--- src/rtl/riscv_pkg.sv ---
// riscv_pkg: constants and types shared by the integer datapath.
//   XLEN        datapath width
//   REG_ADDR_W  architectural register address width
//   WB_SEL_*    writeback source encodings (2'b11 is reserved, decoded as ALU)
package riscv_pkg;

  localparam int XLEN       = 32;
  localparam int REG_ADDR_W = 5;

  typedef logic [1:0] wb_sel_t;

  localparam wb_sel_t WB_SEL_ALU = 2'b00;
  localparam wb_sel_t WB_SEL_MEM = 2'b01;
  localparam wb_sel_t WB_SEL_PC4 = 2'b10;

endpackage

--- src/rtl/regfile_2r1w.sv ---
// regfile_2r1w: NREG x XLEN architectural register file.
// The file has two combinational read ports and one synchronous write port.
// Entry 0 is hardwired to zero. A write in flight is bypassed to both read
// ports in the same cycle, so a reader never sees the stale array value.
// Ports:
//   clk, rst        clock, synchronous active-high reset (clears every entry)
//   wen/waddr/wdata write port; the write lands in the array at the clk edge
//   raddr1/rdata1   read port 1 (combinational)
//   raddr2/rdata2   read port 2 (combinational)
module regfile_2r1w #(
  parameter int XLEN = 32,
  parameter int NREG = 32,
  localparam int AW  = $clog2(NREG)
) (
  input  logic            clk,
  input  logic            rst,
  input  logic            wen,
  input  logic [AW-1:0]   waddr,
  input  logic [XLEN-1:0] wdata,
  input  logic [AW-1:0]   raddr1,
  output logic [XLEN-1:0] rdata1,
  input  logic [AW-1:0]   raddr2,
  output logic [XLEN-1:0] rdata2
);

  logic [XLEN-1:0] regs_q [NREG];
  logic [XLEN-1:0] regs_d [NREG];

  // x0 is filtered here as well, so the array never holds a nonzero entry 0
  // even if a caller asserts wen with waddr == 0.
  always_comb begin
    regs_d = regs_q;
    if (wen && (waddr != '0)) begin
      regs_d[waddr] = wdata;
    end
  end

  always_ff @(posedge clk) begin
    if (rst) begin
      for (int i = 0; i < NREG; i++) begin
        regs_q[i] <= '0;
      end
    end else begin
      regs_q <= regs_d;
    end
  end

  // The bypass is checked after the x0 test, so a write aimed at x0 can
  // never leak onto a read of x0.
  always_comb begin
    rdata1 = regs_q[raddr1];
    if (raddr1 == '0) begin
      rdata1 = '0;
    end else if (wen && (raddr1 == waddr)) begin
      rdata1 = wdata;
    end
  end

  always_comb begin
    rdata2 = regs_q[raddr2];
    if (raddr2 == '0) begin
      rdata2 = '0;
    end else if (wen && (raddr2 == waddr)) begin
      rdata2 = wdata;
    end
  end

endmodule

--- src/rtl/wb_regfile.sv ---
// wb_regfile: writeback end of the integer datapath.
// The module holds the MEM/WB pipeline register and selects the writeback value
// (ALU result, load data or PC+4). It drives the register file write and serves
// the two operand read ports with a same-cycle bypass.
// Ports:
//   clk, rst               clock, synchronous active-high reset
//   stall, flush           hold MEM/WB / load a bubble (flush wins)
//   mem_*                  MEM-stage instruction fields captured into MEM/WB
//   rs1_addr/rs2_addr      read addresses
//   rs1_data/rs2_data      combinational read data (bypassed)
//   wb_wen/wb_rd/wb_data   architectural write this cycle, also for forwarding
module wb_regfile
  import riscv_pkg::*;
#(
  parameter int XLEN = 32,
  parameter int NREG = 32
) (
  input  logic                  clk,
  input  logic                  rst,
  input  logic                  stall,
  input  logic                  flush,
  input  logic                  mem_valid,
  input  logic                  mem_reg_wen,
  input  logic [REG_ADDR_W-1:0] mem_rd,
  input  logic [1:0]            mem_wb_sel,
  input  logic [XLEN-1:0]       mem_alu_out,
  input  logic [XLEN-1:0]       mem_rdata,
  input  logic [XLEN-1:0]       mem_pc,
  input  logic [REG_ADDR_W-1:0] rs1_addr,
  input  logic [REG_ADDR_W-1:0] rs2_addr,
  output logic [XLEN-1:0]       rs1_data,
  output logic [XLEN-1:0]       rs2_data,
  output logic                  wb_wen,
  output logic [REG_ADDR_W-1:0] wb_rd,
  output logic [XLEN-1:0]       wb_data
);

  // MEM/WB pipeline register
  logic                  valid_q,   valid_d;
  logic                  reg_wen_q, reg_wen_d;
  logic [REG_ADDR_W-1:0] rd_q,      rd_d;
  wb_sel_t               wb_sel_q,  wb_sel_d;
  logic [XLEN-1:0]       alu_out_q, alu_out_d;
  logic [XLEN-1:0]       rdata_q,   rdata_d;
  logic [XLEN-1:0]       pc_q,      pc_d;

  // A flush only clears valid; the payload fields are left as they are,
  // because nothing downstream looks at them while valid is low.
  always_comb begin
    valid_d   = valid_q;
    reg_wen_d = reg_wen_q;
    rd_d      = rd_q;
    wb_sel_d  = wb_sel_q;
    alu_out_d = alu_out_q;
    rdata_d   = rdata_q;
    pc_d      = pc_q;
    if (flush) begin
      valid_d = 1'b0;
    end else if (!stall) begin
      valid_d   = mem_valid;
      reg_wen_d = mem_reg_wen;
      rd_d      = mem_rd;
      wb_sel_d  = mem_wb_sel;
      alu_out_d = mem_alu_out;
      rdata_d   = mem_rdata;
      pc_d      = mem_pc;
    end
  end

  always_ff @(posedge clk) begin
    if (rst) begin
      valid_q   <= 1'b0;
      reg_wen_q <= 1'b0;
      rd_q      <= '0;
      wb_sel_q  <= WB_SEL_ALU;
      alu_out_q <= '0;
      rdata_q   <= '0;
      pc_q      <= '0;
    end else begin
      valid_q   <= valid_d;
      reg_wen_q <= reg_wen_d;
      rd_q      <= rd_d;
      wb_sel_q  <= wb_sel_d;
      alu_out_q <= alu_out_d;
      rdata_q   <= rdata_d;
      pc_q      <= pc_d;
    end
  end

  // Writeback select; PC+4 wraps modulo 2^XLEN, and the reserved
  // encoding falls back to the ALU result.
  always_comb begin
    unique case (wb_sel_q)
      WB_SEL_ALU: wb_data = alu_out_q;
      WB_SEL_MEM: wb_data = rdata_q;
      WB_SEL_PC4: wb_data = pc_q + XLEN'(4);
      default:    wb_data = alu_out_q;
    endcase
  end

  assign wb_wen = valid_q & reg_wen_q & (rd_q != '0);
  assign wb_rd  = rd_q;

  // Register array write and read
  regfile_2r1w #(
    .XLEN (XLEN),
    .NREG (NREG)
  ) u_regfile (
    .clk    (clk),
    .rst    (rst),
    .wen    (wb_wen),
    .waddr  (wb_rd),
    .wdata  (wb_data),
    .raddr1 (rs1_addr),
    .rdata1 (rs1_data),
    .raddr2 (rs2_addr),
    .rdata2 (rs2_data)
  );

endmodule
--- config.mk ---
export PLATFORM = sky130hd
export DESIGN_NAME = wb_regfile
export DESIGN_NICKNAME = d
export VERILOG_FILES = /design/src/rtl/riscv_pkg.sv /design/src/rtl/regfile_2r1w.sv /design/src/rtl/wb_regfile.sv
export SDC_FILE = /design/constraint.sdc
export NUM_CORES = 2
export LEC_CHECK = 0
export CORE_ASPECT_RATIO = 0.75
export CORE_MARGIN = 2
export CORE_UTILIZATION = 35
export DETAILED_ROUTE_END_ITERATION = 12
export REMOVE_ABC_BUFFERS = 1
export SLEW_MARGIN = 20
export SYNTH_ARGS = -nofsm -noshare
export SYNTH_HDL_FRONTEND = slang
export SYNTH_SLANG_ARGS = --single-unit
--- constraint.sdc ---
create_clock -name clk -period 4.01 [get_ports clk]
set_clock_uncertainty 0.05 [all_clocks]
set_input_delay 0.802 -clock clk [delete_from_list [all_inputs] [get_ports clk]]
set_output_delay 0.802 -clock clk [all_outputs]
set_load 0.02 [all_outputs]
# After elaboration in Yosys (flattened, before gate mapping)

Cells that the tools add are included.

Flip-flop bits (word level): 1129
Bits of input ports: 119
Output and inout bits: 102

$add $sub $neg: 1
Order comparisons: 4
Eq/ne operators: 4
Muxes and demuxes: 14
Bitwise operators: 7
Reductions and logical operators: 9

Operators with widths:

| kind                                               | count |
|---|---|
| bitwise mux 1024 bit                               | 1 |
| binary-select mux 32 bit (select 5 bit)            | 2 |
| two-way mux 32 bit                                 | 9 |
| demux 32 bit (select 5 bit)                        | 1 |
| case mux 32 bit (2 select lines)                   | 1 |
| adder 32 x 3 -> 32 bit, second input constant      | 1 |
| >= comparator 6 bit, second input constant         | 3 |
| NOT 5 -> 6 bit                                     | 3 |
| == test 5 bit                                      | 2 |
| logical NOT 5 bit                                  | 2 |
| < comparator 6 x 1 -> 1 bit, second input constant | 1 |
| nonzero test 5 bit                                 | 1 |
| logical AND 1 bit                                  | 4 |
| bitwise AND 1 bit                                  | 2 |
| == test 2 x 1 -> 1 bit, second input constant      | 1 |
| == test 2 bit, second input constant               | 1 |
| NOT 1 bit                                          | 2 |
| AND reduction 2 bit                                | 1 |
| OR reduction 2 bit                                 | 1 |

# Logic depth before layout (Yosys ltp)

Word-level depth: 6
Mapped depth: 12
Gate-level depth less buffers: 8

# By module

From an unflattened synthesis, not the netlist that was laid out.

Cells, all modules: 6716
Area, all modules: 57202.4 µm²

Modules (own cells, without submodules):

| module       | times used | cells each | area an instance (µm²) |
|---|---|---|---|
| regfile_2r1w | 1          | 6052       | 52344.0 |
| wb_regfile   | 1          | 664        | 4858.4 |

# Worst setup path before layout

No wires, ideal clock.

Path kind: input to output
From: in rs1_addr[0]
To: out rs1_data[29]
Data arrival time: 3.147 ns
Slack: 0.011 ns
Stages: 9
Path through: buf_2 buf_2 buf_2 buf_2 buf_2 a2111oi_0 a2111oi_0 nor4_1 a211oi_1

Cells in the longest elaborated chain, start to end: 6
Elaborated cells on any way between the ends: 9

RTL lines:

| what                                                  | line               | source |
|---|---|---|
| start, declared                                       | wb_regfile.sv:29   | `input logic [REG_ADDR_W-1:0] rs1_addr,` |
| NOT 5 -> 6 bit (implied by the code)                  | regfile_2r1w.sv:51 | `rdata1 = regs_q[raddr1];` |
| binary-select mux 32 bit (select 5 bit)               | regfile_2r1w.sv:51 |  |
| two-way mux 32 bit (implied by the code) (2 in a row) | regfile_2r1w.sv:51 |  |
| two-way mux 32 bit                                    | regfile_2r1w.sv:54 | `end else if (wen && (raddr1 == waddr)) begin` |
| two-way mux 32 bit (*)                                | regfile_2r1w.sv:52 | `if (raddr1 == '0) begin` |
| end, declared                                         | wb_regfile.sv:31   | `output logic [XLEN-1:0] rs1_data,` |

Mark *: on every way between the ends. The rest lies on a longest branch, timed or not. The select of a mux whose other input is x is not followed.

# Worst setup path after layout

From: in rs2_addr[3]
To: out rs2_data[29]

Cells in the longest elaborated chain, start to end: 6
Elaborated cells on any way between the ends: 9

RTL lines:

| what                                                  | line               | source |
|---|---|---|
| start, declared                                       | wb_regfile.sv:30   | `input logic [REG_ADDR_W-1:0] rs2_addr,` |
| NOT 5 -> 6 bit (implied by the code)                  | regfile_2r1w.sv:60 | `rdata2 = regs_q[raddr2];` |
| binary-select mux 32 bit (select 5 bit)               | regfile_2r1w.sv:60 |  |
| two-way mux 32 bit (implied by the code) (2 in a row) | regfile_2r1w.sv:60 |  |
| two-way mux 32 bit                                    | regfile_2r1w.sv:63 | `end else if (wen && (raddr2 == waddr)) begin` |
| two-way mux 32 bit (*)                                | regfile_2r1w.sv:61 | `if (raddr2 == '0) begin` |
| end, declared                                         | wb_regfile.sv:32   | `output logic [XLEN-1:0] rs2_data,` |

Marks and branches as above.

==> results.sh <==
export IMPL_outcome="finished with violations"
export IMPL_violations="negative setup slack"
export IMPL_drive_above_1_share=0.257
export IMPL_drtAntennaViolNets=0
export IMPL_pwr_share_clk=0.453
export IMPL_portBuffers=220
export IMPL_die_y_um=352
export IMPL_power_density_nw_per_um2=359
export IMPL_cts_tree="yes"
export IMPL_maxSlewHeadroom=0.254
export IMPL_synth_edf_count=0
export IMPL_crit_type="in -> out"
export IMPL_synthesis_area_um2=56400
export IMPL_gr_usage_all_layers=0.287
export IMPL_synth_seq_cells=1129
export IMPL_syn_area_per_cell_um2=9.38
export IMPL_wire_per_inst_um=28.5
export IMPL_route_detailed_drc=0
export IMPL_clkTransAtPathRegs_ns=0.06
export IMPL_arrival_ns=3.27
export IMPL_setup_viol=9
export IMPL_synth_flop_cell="dfxtp_1"
export IMPL_grt_pass1_vias=49000
export IMPL_drv_cap=0
export IMPL_hold_buffers=0
export IMPL_htree_levels=3
export IMPL_die_area_um2=164000
export IMPL_place_area_um2=64200
export IMPL_async_reset_ff_frac=0
export IMPL_start_util=0.353
export IMPL_fill_cells=15000
export IMPL_coreArea_um2=160000
export IMPL_final_min_clock_period_ns=4.13
export IMPL_p_comb_frac=0.101
export IMPL_power_internal_mw=18.9
export IMPL_irDropWorstVdd_mv=0.376
export IMPL_die_w_um=468
export IMPL_first_iter_violations=7614
export IMPL_worstPathMaxFanout=15
export IMPL_cp_required_ns=3.16
export IMPL_synth_top_cell_by_area="dfxtp_1"
export IMPL_end_kind="output pin"
export IMPL_r2r_slack_ns=1.04
export IMPL_cts_inserted_buffers=113
export IMPL_fin_crit_sh=1.03
export IMPL_final_max_slew_viol_count=0
export IMPL_vias_per_cell=6.10
export IMPL_clockBufferDepth=3
export IMPL_overflow=0
export IMPL_tightestPinTransition_ns=1.12
export IMPL_wl_um=243000
export IMPL_p_sw_mw=6.43
export IMPL_finalHoldViolations=0
export IMPL_hpwl_um=154000
export IMPL_grt_pass1_wl_um=347000
export IMPL_area_growth_pct=25.0
export IMPL_routabilityCongestion=0.940
export IMPL_hold_class="reg -> reg"
export IMPL_cts_root_buf="clkbuf_16"
export IMPL_ys_warn_count=0
export IMPL_synth_area_top_cells="dfxtp_1 40%, mux4_2 22%, a211oi_1 7.2%"
export IMPL_start_kind="input port"
export IMPL_first_pass_iters=8
export IMPL_synth_top_area_share=0.401
export IMPL_io_pins=221
export IMPL_finalNetCount=6439
export IMPL_grt_max_degree=136
export IMPL_ys_seq_area_frac=0.401
export IMPL_fmax_mhz=242
export IMPL_clock_sinks=1129
export IMPL_share_seq_of_total_power=0.447
export IMPL_finalNonFillerCells=8545
export IMPL_rsz0062_at_grt="yes"
export IMPL_place_inst=8247
export IMPL_rows=127
export IMPL_synth_cell_types=59
export IMPL_num_vias=52200
export IMPL_clk_latency_ns=0.76
export IMPL_design_area_um2=70600
export IMPL_power_share_switching=0.254
export IMPL_syn_inst=6016
export IMPL_layout_setup_ws_ns=-0.117
export IMPL_p_leak_nw=24.1
export IMPL_antenna_found_initial=11
state kept, by name, summed over array words and instances (netlist names):
signal,count
reg_wen_q,1
wb_rd,5
u_regfile.regs_q,1024
valid_q,1
wb_sel_q,2
pc_q,32
rdata_q,32
alu_out_q,32
layer usage:
metal / track usage / vias to the layer above / wire [µm]
met5: 0 / - / 13
met4: 0.127 / 2 / 12200
met3: 0.101 / 751 / 34000
met2: 0.419 / 3635 / 102000
met1: 0.382 / 25400 / 95200
li1: - / 22300 / -
path summary, 6_finish.rpt:
kind         depth (start not counted)                      from                                 end
max                                 10               rs2_addr[3]                        rs2_data[29]
min                                  2  rdata_q[18]$_SDFFE_PP0P_            rdata_q[18]$_SDFFE_PP0P_
max reg2reg                          7     wb_rd[1]$_SDFFE_PP0P_  u_regfile.regs_q[642]$_SDFFE_PP0P_
min reg2reg                          2  rdata_q[18]$_SDFFE_PP0P_            rdata_q[18]$_SDFFE_PP0P_
power by group through the flow:
stage / Sequential, mW / Combinational [mW] / Clock, mW
6_report: 11.3 / 2.54 / 11.5
5_1_grt: 11.3 / 2.63 / 12.0
4_1_cts: 11.3 / 2.43 / 11.5
3_5_place_dp: 11.6 / 2.26 / 0
3_3_place_gp: 11.6 / 2.26 / 0
2_1_floorplan: 11.5 / 0.666 / 0
cells in the final DEF, fill, tap and decap left out, types with 17 or more instances in the layout:
| cell type | Yosys | routed |
|---|---|---|
| clkinv_2 | 0 | 19 |
| clkbuf_16 | 0 | 119 |
| o22ai_1 | 57 | 55 |
| a22oi_1 | 21 | 20 |
| dfxtp_2 | 0 | 17 |
| inv_1 | 33 | 30 |
| buf_12 | 0 | 106 |
| nor2b_1 | 74 | 71 |
| nand2_1 | 919 | 905 |
| nor2_1 | 954 | 924 |
| buf_6 | 3 | 40 |
| clkdlybuf4s50_1 | 0 | 122 |
| nand3_1 | 41 | 32 |
| dfxtp_1 | 1129 | 1103 |
| clkbuf_8 | 0 | 33 |
| nor3_1 | 194 | 153 |
| mux4_2 | 544 | 544 |
| nor2_4 | 0 | 26 |
| nor3_2 | 0 | 33 |
| clkbuf_1 | 488 | 20 |
| dlygate4sd2_1 | 0 | 18 |
| a211oi_1 | 538 | 499 |
| a211oi_2 | 0 | 25 |
| buf_4 | 3 | 479 |
| mux2i_1 | 151 | 146 |
| a21oi_1 | 533 | 526 |
timing repair:
action | CTS | global route
setup buffers | 63 | 25
pin swaps | 54 | 45
gates resized for setup | 343 | 124
setup endpoints to repair | 91 | 68
gates cloned | 4 | 2
synth_stat cells (all sizes together) (57+ instances only):
| master | number |
|---|---|
| dfxtp | 1129 |
| nor2 | 954 |
| nand2 | 919 |
| mux4 | 544 |
| a211oi | 538 |
| a21oi | 533 |
| clkbuf | 489 |
| nor3 | 194 |
| mux2i | 151 |
| buf | 145 |
| nor2b | 74 |
| o22ai | 57 |
layout make-up:
cell class	instances	area [µm²]	share of cell area
Clock inverter	41	564	0.00800
Clock buffer	167	3390	0.0481
Multi-Input combinational cell	4220	32700	0.464
Tap cell	2128	2660	0.0377
Timing Repair Buffer	820	8400	0.119
Antenna cell	7	17.5	0.000248
Sequential cell	1129	22700	0.321
Inverter	33	124	0.00176
worst max-delay path, stage by stage:
cell	delay (ns)
buf_4	0.40
buf_12	0.26
nand2b_1	0.16
buf_4	0.23
buf_4	0.21
o21ai_0	0.51
nor3_2	0.13
a211oi_4	0.24
buf_4	0.16
buf_6	0.11
cells by family after synthesis:
| family | count (synthesis) | synth area share |
|---|---|---|
| AO/OA/AOI/OAI | 1232 | 0.139 |
| AND/OR/NAND/NOR | 2257 | 0.163 |
| multiplexers | 700 | 0.245 |
| flip-flops | 1129 | 0.401 |
| XOR/XNOR | 28 | 0.00435 |
| buffers and inverters | 667 | 0.0474 |
| adder cells (fa/ha/maj) | 3 | 0.000665 |
per-stage QoR:
step	TNS, ns	setup slack, ns	hold slack, ns	power (mW)	util
final	-0.346	-0.117	0.404	25.3	0.441
after global routing	-1.60	-0.193	0.423	25.9	0.441
after CTS	-0.630	-0.126	0.406	25.2	0.437
after detailed placement	-15.68	-0.637	0.398	13.8	0.401
after global placement	-15.47	-0.639	0.389	13.8	0.401
after floorplan	-226.06	-1.65	0.375	12.2	-
(Power assumes the default switching activity.)
